<file path="src/rtl/note_loop_recorder.sv">
// Note loop recorder: captures NOTE_IN on each TICK into a 32-entry buffer and replays it on the same tick grid.
// Optional build macro NOTE_LOOP_REPEAT_EN makes playback loop back to the first note instead of stopping.
module note_loop_recorder #(
  parameter int unsigned       NOTE_W    = 4,
  parameter int unsigned       ADDR_W    = 5,
  parameter logic [NOTE_W-1:0] NONE_CODE = '0
) (
  input  logic              CLK,
  input  logic              RESET,
  input  logic              TICK,
  input  logic [NOTE_W-1:0] NOTE_IN,
  input  logic              REC,
  input  logic              PLAY,
  input  logic              CLEAR,
  output logic [NOTE_W-1:0] NOTE_OUT,
  output logic [ADDR_W:0]   LENGTH,
  output logic [ADDR_W-1:0] POS,
  output logic              RECORDING,
  output logic              PLAYING,
  output logic              FULL
);

  localparam int unsigned DEPTH = 1 << ADDR_W;
  localparam int unsigned LEN_W = ADDR_W + 1;
  localparam logic [LEN_W-1:0] LEN_FULL = LEN_W'(DEPTH);

  typedef enum logic [1:0] {
    IDLE   = 2'd0,
    REC_S  = 2'd1,
    PLAY_S = 2'd2
  } state_e;

  state_e              state_q, state_d;
  logic [NOTE_W-1:0]   note_q, note_d;
  logic [LEN_W-1:0]    len_q, len_d;
  logic [LEN_W-1:0]    ptr_q, ptr_d;
  logic                hold_q, hold_d;
  logic                rec_q, play_q, full_q;
  logic                we_c;
  logic [NOTE_W-1:0]   rd_note_c;
  logic [NOTE_W-1:0]   mem [DEPTH];

  // Pointer carries one extra bit so a 32-note sequence can reach POS==LENGTH.
  assign rd_note_c = mem[ptr_q[ADDR_W-1:0]];

  // Next-state and datapath decode.
  always_comb begin
    state_d = state_q;
    note_d  = note_q;
    len_d   = len_q;
    ptr_d   = ptr_q;
    hold_d  = hold_q;
    we_c    = 1'b0;
    if (!REC) hold_d = 1'b0;

    case (state_q)
      IDLE: begin
        note_d = NONE_CODE;
        // After an auto-stop on full, REC must fall before a new take starts.
        if (REC && !hold_q) begin
          state_d = REC_S;
          ptr_d   = '0;
          len_d   = '0;
        end else if (PLAY && (len_q != '0)) begin
          state_d = PLAY_S;
          ptr_d   = '0;
        end else if (CLEAR) begin
          len_d = '0;
          ptr_d = '0;
        end
      end

      REC_S: begin
        note_d = NONE_CODE;
        if (TICK) begin
          we_c  = 1'b1;
          ptr_d = ptr_q + LEN_W'(1);
          len_d = len_q + LEN_W'(1);
          if (len_d == LEN_FULL) begin
            state_d = IDLE;
            ptr_d   = '0;
            hold_d  = REC;
          end
        end
        if (!REC) state_d = IDLE;
      end

      PLAY_S: begin
        if (!PLAY) begin
          state_d = IDLE;
          note_d  = NONE_CODE;
        end else if (TICK) begin
          if (ptr_q == len_q) begin
`ifdef NOTE_LOOP_REPEAT_EN
            note_d = mem[0];
            ptr_d  = LEN_W'(1);
`else
            note_d  = NONE_CODE;
            state_d = IDLE;
`endif
          end else begin
            note_d = rd_note_c;
            ptr_d  = ptr_q + LEN_W'(1);
          end
        end
      end

      default: begin
        state_d = IDLE;
        note_d  = NONE_CODE;
      end
    endcase
  end

  // State and output registers.
  always_ff @(posedge CLK or posedge RESET) begin
    if (RESET) begin
      state_q <= IDLE;
      note_q  <= NONE_CODE;
      len_q   <= '0;
      ptr_q   <= '0;
      hold_q  <= 1'b0;
      rec_q   <= 1'b0;
      play_q  <= 1'b0;
      full_q  <= 1'b0;
    end else begin
      state_q <= state_d;
      note_q  <= note_d;
      len_q   <= len_d;
      ptr_q   <= ptr_d;
      hold_q  <= hold_d;
      rec_q   <= (state_d == REC_S);
      play_q  <= (state_d == PLAY_S);
      full_q  <= (len_d == LEN_FULL);
    end
  end

  // Note buffer; contents are don't-care after reset.
  always_ff @(posedge CLK) begin
    if (we_c) mem[ptr_q[ADDR_W-1:0]] <= NOTE_IN;
  end

  assign NOTE_OUT  = note_q;
  assign LENGTH    = len_q;
  assign POS       = ptr_q[ADDR_W-1:0];
  assign RECORDING = rec_q;
  assign PLAYING   = play_q;
  assign FULL      = full_q;

endmodule

</file>
<file path="config.mk">
export PLATFORM = sky130hd
export DESIGN_NAME = note_loop_recorder
export DESIGN_NICKNAME = d
export VERILOG_FILES = /design/src/rtl/note_loop_recorder.sv
export SDC_FILE = /design/constraint.sdc
export NUM_CORES = 1
export LEC_CHECK = 0
export BUFFER_PORTS_ARGS = -buffer_cell sky130_fd_sc_hd__buf_2
export CAP_MARGIN = 40
export CORE_MARGIN = 2
export CORE_UTILIZATION = 66
export DETAILED_ROUTE_END_ITERATION = 12
export PLACE_DENSITY = 0.81
export SLEW_MARGIN = 30
export SYNTH_ARGS = -nofsm -noshare
export SYNTH_HDL_FRONTEND = slang
export SYNTH_SLANG_ARGS = --single-unit
export TNS_END_PERCENT = 1
</file>
<file path="constraint.sdc">
create_clock -name CLK -period 4.21 [get_ports CLK]
set_input_delay 0.842 -clock CLK [delete_from_list [all_inputs] [get_ports CLK]]
set_output_delay 0.842 -clock CLK [all_outputs]
set_load 0.01 [all_outputs]
</file>
==> results.sh, run 1 <==
export IMPL_die_w_um=104
export IMPL_yosys_warnings=0
export IMPL_p_sw_share_pct=29.3
export IMPL_syn_avg_cell_area_sq_um=15.7
export IMPL_p_int_uw=2820
export IMPL_hold_violations=0
export IMPL_worstSetupPathType="register to register"
export IMPL_overflow=0
export IMPL_synth_xor_area_share_pct=1.07
export IMPL_ant_nets=0
export IMPL_switchingPower_uw=1170
export IMPL_finalCritPeriodShare_pct=61.6
export IMPL_crit_chain="buf_4, ha_1, nand3_1, nor2_1"
export IMPL_ys_seq_area_share_pct=66.8
export IMPL_pwr_share_comb_pct=19.9
export IMPL_crit_path_start_kind="register"
export IMPL_place_ws_ps=1670
export IMPL_grt_setup_unrepaired="no"
export IMPL_post_cts_setup_buffer_count=0
export IMPL_min_path_type="input port to async pin"
export IMPL_fp_row_count=36
export IMPL_ys_ff_latch=150
export IMPL_die_area_sq_um=10800
export IMPL_final_cell_mix="edfxtp_1, nor2_1, mux4_2"
export IMPL_slew_violations=0
export IMPL_critPathArrivalTime_ps=2770
export IMPL_area_growth_pct=11.8
export IMPL_cp_slowest_stage_delay_ps=660
export IMPL_vias=3870
export IMPL_ios=28
export IMPL_seqPwrFrac_pct=43.7
export IMPL_tns_ps=0
export IMPL_core_area_sq_um=9730
export IMPL_hold_buffers=0
export IMPL_p_leak_uw=0.00254
export IMPL_placed_cell_area_sq_um=6750
export IMPL_avgRoutedWirePerCell_um=23.4
export IMPL_die_h_um=104
export IMPL_synth_simple_area_share_pct=9.13
export IMPL_crit_path_end_kind="register"
export IMPL_powerDensity_nw_per_um2=543
export IMPL_initial_core_util_pct=67.6
export IMPL_cts_tree="built"
export IMPL_slew_headroom_pct=51.8
export IMPL_cp_slowest_cell="dfrtp_1"
export IMPL_netlist_instances=420
export IMPL_numCtsBuffers=17
export IMPL_clock_sinks=150
export IMPL_grt_usage_pct=27.0
export IMPL_vdd_drop_max_mv=0.382
export IMPL_cap_viol_max_count=0
export IMPL_fill_cells=575
export IMPL_multiInputGateArea_sq_um=1970
export IMPL_antenna_found_initial=0
export IMPL_p_total_uw=3990
export IMPL_htreeDepth=4
export IMPL_tightest_slew_ps=723
export IMPL_cts_root_buf="clkbuf_8"
export IMPL_worstPathMaxFanout=29
export IMPL_synthMuxAreaShare_pct=11.3
export IMPL_clk_latency_ps=530
export IMPL_ff_latch_area_sq_um=4400
export IMPL_fmax_mhz=385
export IMPL_finalCriticalPeriod_ps=2590
export IMPL_drt_wl_total_um=13800
export IMPL_final_common_cell="edfxtp_1"
export IMPL_grt_pass1_wl_um=21500
export IMPL_finalNetCount=464
export IMPL_synth_edff_count=128
export IMPL_setup_viol=0
export IMPL_cts_buffer_depth=2
export IMPL_fin_ws_ps=1620
export IMPL_ys_flop_type="edfxtp_1"
export IMPL_critical_path_required_ps=4390
export IMPL_synth_cell_types=53
export IMPL_drc=0
export IMPL_holdWs_ps=321
export IMPL_p_clk_share_pct=36.4
export IMPL_mappedNetlistArea_sq_um=6580
export IMPL_synth_top_family_by_area="multiplexers"
export IMPL_synth_async_sr_flop_share_pct=14.7
export IMPL_drt_first_pass_iters=5
export IMPL_finClkSkew_ps=6.79
export IMPL_ctsResizeCount=0
export IMPL_place_gp_congestion=0.869
export IMPL_vias_per_cell=6.56
export IMPL_grt_max_degree=33
export IMPL_synth_compound_area_share_pct=6.60
export IMPL_grt_pass1_vias=3863
export IMPL_place_detailed_hpwl_um=8460
export IMPL_clkTransAtPathRegs_ps=70
export IMPL_synthAdderAreaFrac_pct=1.90
export IMPL_diodes=0
export IMPL_status="completed"
export IMPL_drt_iter0_drc=299
export IMPL_synth_nets=440
export IMPL_stdcell_area_sq_um=7350
export IMPL_port_buffer_count=27
export IMPL_layout_drive_gt1_share_pct=22.5
stage by stage:
step / cells / util (%)
after CTS: 589 / 75.3
after global routing: 590 / 75.6
after detailed placement: 557 / 69.4
after global placement: 556 / 69.3
after floorplan: 420 / -
final: 590 / 75.6
registers in the layout (all words and copies together) (netlist names):
signal,count
NOTE_OUT,4
FULL,1
LENGTH,6
mem,128
RECORDING,1
hold_q,1
state_q,2
ptr_q,6
PLAYING,1
routing by layer:
layer  GRT usage, %  part of all wire, %  vias up
li1               -                    -     1701
met1           35.8                   39     1926
met2           43.0                   50      204
met3           7.36                  7.7       39
met4           10.8                  3.2        0
met5              0                    0        -
layout make-up:
cell class,instances,share of cell area (%)
Timing Repair Buffer,31,2.57
Clock buffer,17,5.63
Sequential cell,150,59.8
Clock inverter,15,2.16
Tap cell,133,2.26
Inverter,16,0.817
Multi-Input combinational cell,228,26.8
final timing paths:
path | startpoint | endpoint | cells past startpoint | slack, ps
max | ptr_q[1]$_DFFE_PP0P_ | mem[7][2]$_DFFE_PP_ | 4 | 1620
min | RESET | RECORDING$_DFF_PP0_ | 2 | 320
max reg2reg | ptr_q[1]$_DFFE_PP0P_ | mem[7][2]$_DFFE_PP_ | 4 | 1620
max in group asynchronous | RESET | ptr_q[0]$_DFFE_PP0P_ | 3 | 3400
min reg2reg | hold_q$_DFF_PP0_ | hold_q$_DFF_PP0_ | 1 | 520
min in group CLK | hold_q$_DFF_PP0_ | hold_q$_DFF_PP0_ | 1 | 520
synth_stat cells (3+ instances only):
master | count | share of area, %
nand2_1 | 15 | 0.86
buf_2 | 7 | 0.53
buf_6 | 3 | 0.51
or2_2 | 3 | 0.29
xnor2_1 | 4 | 0.53
mux4_2 | 32 | 11
or3_1 | 3 | 0.29
a22oi_1 | 17 | 1.9
inv_1 | 16 | 0.91
xor2_1 | 4 | 0.53
clkbuf_1 | 8 | 0.46
buf_4 | 6 | 0.68
ha_1 | 10 | 1.9
and2_1 | 4 | 0.38
nand4_1 | 8 | 0.76
a21oi_1 | 6 | 0.46
a22o_1 | 4 | 0.53
nor3b_1 | 3 | 0.34
nor2_1 | 40 | 2.3
nor3_1 | 5 | 0.38
o21ai_0 | 12 | 0.91
nand3_1 | 12 | 0.91
o211ai_1 | 3 | 0.34
nand3b_1 | 4 | 0.46
dfrtp_1 | 22 | 8.4
and3b_1 | 3 | 0.40
edfxtp_1 | 128 | 58
worst max-delay path: cells and delay by family (launching register included):
family                   cells  cell delay, ps
AND/OR/NAND/NOR              2             840
flip-flops                   1             660
adder cells (fa/ha/maj)      1             270
buffers and inverters        1             450
power groups by stage:
stage	Sequential (uW)	Combinational (uW)	Clock (uW)
floorplan	1740	605	0
global placement	1790	702	0
detailed placement	1800	729	0
CTS	1770	748	1460
global route	1760	865	1530
finish	1750	793	1450
cells by family after synthesis:
family | count (synthesis)
XOR/XNOR | 8
buffers and inverters | 42
AND/OR/NAND/NOR | 115
adder cells (fa/ha/maj) | 10
multiplexers | 34
flip-flops | 150
AO/OA/AOI/OAI | 61
No activity file was read; power rests on OpenSTA's default activity.
==> run 2, diff against run 1 <==
- CORE_UTILIZATION: 66 -> 55
- PLACE_DENSITY: 0.81 -> 0.71
- clock period: 4.21 -> 2.35 ns (I/O delays scaled with it)
==> results.sh, run 2 (synthesis gave the netlist of run 1 again) <==
export IMPL_overflow=0
export IMPL_status="completed"
export IMPL_stdcell_area_sq_um=7420
export IMPL_die_area_sq_um=12800
export IMPL_fill_cells=824
export IMPL_p_int_uw=5190
export IMPL_pwr_share_comb_pct=21.4
export IMPL_p_leak_uw=0.00256
export IMPL_hold_violations=0
export IMPL_min_path_type="input port to async pin"
export IMPL_die_h_um=113
export IMPL_grt_setup_unrepaired="no"
export IMPL_ant_nets=0
export IMPL_slew_headroom_pct=52.8
export IMPL_vias=3797
export IMPL_area_growth_pct=12.8
export IMPL_finClkSkew_ps=9.06
export IMPL_cts_tree="built"
export IMPL_tns_ps=0
export IMPL_post_route_util_pct=64.1
export IMPL_crit_chain="inv_1, ha_1, nor3b_1, a21boi_2, o311ai_2, nand4bb_2, o21ai_0"
export IMPL_switchingPower_uw=1950
export IMPL_finalNetCount=471
export IMPL_hold_buffers=0
export IMPL_ctsResizeCount=0
export IMPL_setup_viol=0
export IMPL_port_buffer_count=27
export IMPL_largest_reg_flops=128
export IMPL_numCtsBuffers=17
export IMPL_p_clk_share_pct=35.4
export IMPL_worstSetupPathType="register to register"
export IMPL_grt_max_degree=39
export IMPL_r2r_slack_ps=180
export IMPL_critical_path_required_ps=2630
export IMPL_drt_wl_total_um=13400
export IMPL_powerDensity_nw_per_um2=962
export IMPL_finalCriticalPeriod_ps=2170
export IMPL_ios=28
export IMPL_core_area_sq_um=11600
export IMPL_tightest_slew_ps=708
export IMPL_p_sw_share_pct=27.3
export IMPL_place_detailed_hpwl_um=8520
export IMPL_grt_pass1_vias=3819
export IMPL_place_gp_congestion=0.877
export IMPL_drt_iter0_drc=308
export IMPL_crit_path_start_kind="register"
export IMPL_clkTransAtPathRegs_ps=60
export IMPL_cts_root_buf="clkbuf_16"
export IMPL_slew_violations=0
export IMPL_grt_pass1_wl_um=21600
export IMPL_cp_slowest_cell="dfrtp_1"
export IMPL_final_common_cell="edfxtp_1"
export IMPL_clock_sinks=150
export IMPL_crit_buf_inv=1
export IMPL_htreeDepth=4
export IMPL_fp_row_count=39
export IMPL_die_w_um=113
export IMPL_cts_buffer_depth=2
export IMPL_cap_viol_max_count=0
export IMPL_avgRoutedWirePerCell_um=22.1
export IMPL_cp_slowest_stage_delay_ps=440
export IMPL_seqPwrFrac_pct=43.2
export IMPL_vdd_drop_max_mv=0.586
export IMPL_critPathArrivalTime_ps=2450
export IMPL_final_cell_mix="edfxtp_1, nor2_1, mux4_2"
export IMPL_diodes=0
export IMPL_post_cts_setup_buffer_count=0
export IMPL_placed_cell_area_sq_um=6860
export IMPL_layout_drive_gt1_share_pct=23.1
export IMPL_drc=0
export IMPL_antenna_found_initial=0
export IMPL_crit_path_end_kind="register"
export IMPL_initial_core_util_pct=56.9
export IMPL_cp_top_family="compound AO/OA/AOI/OAI gates"
export IMPL_fmax_mhz=461
export IMPL_grt_usage_pct=23.1
export IMPL_worstPathMaxFanout=7
export IMPL_vias_per_cell=6.26
export IMPL_drt_first_pass_iters=7
export IMPL_finalCritPeriodShare_pct=92.4
export IMPL_clk_latency_ps=420
==> run 2: changes by cell type in the layout (fill, tap and decap cells not counted), moves of 2 or more <==
cell and change:
clkinv_2 +4, clkbuf_1 +3, inv_6 -4, inv_8 -4, clkinv_1 +2, buf_4 +6, buf_12 +3
==> run 2: area by class of cell <==
cell class	count	area, sq um	area share (%)
sequential	150	4400	59.3
multi-input combinational	228	1980	26.7
clock buffer	20	437	5.89
timing repair buffer	38	255	3.44
tap	143	179	2.41
clock inverter	12	111	1.50
inverter	16	60.1	0.810
==> run 2: power groups by stage <==
stage | clock network [uW] | registers [uW] | logic, uW
after floorplan | 0 | 3120 | 1080
final | 2530 | 3080 | 1530
after global routing | 2670 | 3100 | 1670
after CTS | 2550 | 3080 | 1500
after detailed placement | 0 | 3140 | 1490
after global placement | 0 | 3130 | 1470
==> run 2: final timing paths <==
check | startpoint | endpoint | depth (start not counted)
max | LENGTH[1]$_DFF_PP0_ | ptr_q[1]$_DFFE_PP0P_ | 7
min reg2reg | hold_q$_DFF_PP0_ | hold_q$_DFF_PP0_ | 1
min in group CLK | REC | hold_q$_DFF_PP0_ | 2
min | RESET | LENGTH[4]$_DFF_PP0_ | 2
max in group asynchronous | RESET | NOTE_OUT[2]$_DFFE_PP0P_ | 3
max reg2reg | LENGTH[1]$_DFF_PP0_ | ptr_q[1]$_DFFE_PP0P_ | 7
==> run 2: per-stage QoR <==
step | cells | worst slack [ps] | total power [uW] | hold WS [ps]
2_1_floorplan | 420 | 283 | 4200 | 459
3_3_place_gp | 575 | 241 | 4600 | 494
3_5_place_dp | 575 | 185 | 4630 | 506
4_1_cts | 607 | 161 | 7140 | 126
5_1_grt | 607 | 9.21 | 7440 | 163
6_report | 607 | 180 | 7140 | 119
==> run 2: per-layer routing <==
metal  GRT usage, %  share of wire [%]  up-vias
met4           6.67               0.87        0
li1               -                  -     1711
met5              0                  0        -
met1           31.4                 42     1926
met3           7.71                7.6       13
met2           36.3                 50      147
==> run 3, diff against run 2 <==
- REMOVE_ABC_BUFFERS: not set -> 1
==> results.sh, run 3 (synthesis gave the netlist of run 1 again) <==
export IMPL_status="completed"
export IMPL_cap_viol_max_count=0
export IMPL_final_common_cell="edfxtp_1"
export IMPL_crit_chain="inv_1, ha_1, nor3b_1, a21boi_2, o311ai_4, nand4bb_1, o311ai_1"
export IMPL_stdcell_area_sq_um=7490
export IMPL_holdWs_ps=76.5
export IMPL_critical_path_required_ps=2620
export IMPL_cp_top_family="compound AO/OA/AOI/OAI gates"
export IMPL_clkTransAtPathRegs_ps=60
export IMPL_vias_per_cell=6.23
export IMPL_layout_drive_gt1_share_pct=24.2
export IMPL_worstSetupPathType="register to register"
export IMPL_cp_slowest_cell="dfrtp_1"
export IMPL_die_area_sq_um=12800
export IMPL_cts_buffer_depth=2
export IMPL_hold_violations=0
export IMPL_die_w_um=113
export IMPL_grt_usage_pct=22.2
export IMPL_drt_first_pass_iters=5
export IMPL_post_cts_setup_buffer_count=0
export IMPL_port_buffer_count=27
export IMPL_overflow=0
export IMPL_slew_violations=0
export IMPL_place_inst=578
export IMPL_numCtsBuffers=17
export IMPL_grt_util_met2_pct=36.2
export IMPL_vdd_drop_max_mv=0.587
export IMPL_crit_path_start_kind="register"
export IMPL_grt_pass1_wl_um=21000
export IMPL_finalCriticalPeriod_ps=2200
export IMPL_place_gp_congestion=0.893
export IMPL_grt_use_met3_pct=5.57
export IMPL_core_area_sq_um=11600
export IMPL_grt_use_met1_pct=29.2
export IMPL_ant_nets=0
export IMPL_largest_reg_flops=128
export IMPL_drc=0
export IMPL_crit_buf_inv=1
export IMPL_clk_latency_ps=430
export IMPL_drt_wl_total_um=13100
export IMPL_initial_core_util_pct=56.9
export IMPL_fmax_mhz=455
export IMPL_fp_row_count=39
export IMPL_min_path_type="input port to async pin"
export IMPL_grt_setup_unrepaired="no"
export IMPL_finalNetCount=474
export IMPL_ios=28
export IMPL_drt_iter0_drc=465
export IMPL_finalCritPeriodShare_pct=93.5
export IMPL_die_h_um=113
export IMPL_finClkSkew_ps=8.27
export IMPL_cts_root_buf="clkbuf_16"
export IMPL_antenna_found_initial=0
export IMPL_critPathArrivalTime_ps=2470
export IMPL_grt_pass1_vias=3851
export IMPL_placed_cell_area_sq_um=6870
export IMPL_top_usage_layer="met2"
export IMPL_setup_viol=0
export IMPL_post_route_util_pct=64.7
export IMPL_p_leak_uw=0.00259
export IMPL_slew_headroom_pct=56.3
export IMPL_hold_buffers=0
export IMPL_grt_max_degree=33
export IMPL_cp_slowest_stage_delay_ps=450
export IMPL_diodes=0
export IMPL_tightest_slew_ps=655
export IMPL_avgRoutedWirePerCell_um=21.5
export IMPL_final_cells=610
export IMPL_fill_cells=804
export IMPL_crit_path_end_kind="register"
export IMPL_clock_sinks=150
export IMPL_area_growth_pct=13.8
export IMPL_final_cell_mix="edfxtp_1, nor2_1, mux4_2"
export IMPL_worstPathMaxFanout=7
export IMPL_cts_tree="built"
export IMPL_htreeDepth=4
export IMPL_ctsResizeCount=0
export IMPL_powerDensity_nw_per_um2=978
export IMPL_vias=3803
export IMPL_place_detailed_hpwl_um=8500
run 3: cell count changes in the layout (fill, tap and decap cells not counted), sizes merged:
| cell | previous run | this run |
|---|---|---|
| inv | 16 | 21 |
| buf | 38 | 41 |
| bufinv | 2 | 3 |
| clkinv | 8 | 5 |
| clkbuf | 20 | 17 |
run 3: final timing paths:
kind	startpoint	to	slack [ps]	cells after the start
setup / recovery	LENGTH[1]$_DFF_PP0_	ptr_q[4]$_DFFE_PP0P_	150	7
hold / removal	RESET	ptr_q[5]$_DFFE_PP0P_	80	2
setup reg to reg	LENGTH[1]$_DFF_PP0_	ptr_q[4]$_DFFE_PP0P_	150	7
hold reg to reg	NOTE_OUT[3]$_DFFE_PP0P_	NOTE_OUT[3]$_DFFE_PP0P_	510	1
max in group asynchronous	RESET	LENGTH[0]$_DFF_PP0_	1720	3
min in group CLK	REC	hold_q$_DFF_PP0_	300	2
run 3: where the power goes:
| group | total [uW] | switching, uW | internal (uW) |
|---|---|---|---|
| clock network | 2720 | 1050 | 1670 |
| logic | 1510 | 838 | 670 |
| registers | 3090 | 105 | 2990 |
| total | 7320 | 1990 | 5330 |
run 3: layer usage:
layer | vias to the layer above | share of wire (%)
met5 | - | 0
met4 | 0 | 1.7
met3 | 18 | 5.6
met2 | 146 | 51
met1 | 1922 | 42
li1 | 1717 | -
run 3: worst register-to-register path, delay by kind of cell, from the launching register on:
kind | cells | cell delay (ps)
and+or+nand+nor | 2 | 640
DFF | 1 | 450
buffers and inverters | 1 | 130
adders and majority gates | 1 | 140
AOI/OAI and AO/OA | 3 | 690
run 3: metrics by stage:
step | TNS (ps) | power, uW | setup slack [ps]
5_1_grt | 0 | 7620 | 4.66
3_3_place_gp | 0 | 4590 | 269
3_5_place_dp | 0 | 4620 | 132
2_1_floorplan | -42600 | 4150 | -481
6_report | 0 | 7320 | 152
4_1_cts | 0 | 7340 | 109
run 3: cell type report:
class | instances | area, sq um | area share (%)
clock buffers | 17 | 425 | 5.68
inverters | 16 | 60.1 | 0.802
multi-input cells | 228 | 1990 | 26.5
flip-flops and latches | 150 | 4400 | 58.7
well taps | 143 | 179 | 2.39
clock inverters | 15 | 174 | 2.32
repair buffers | 41 | 265 | 3.54
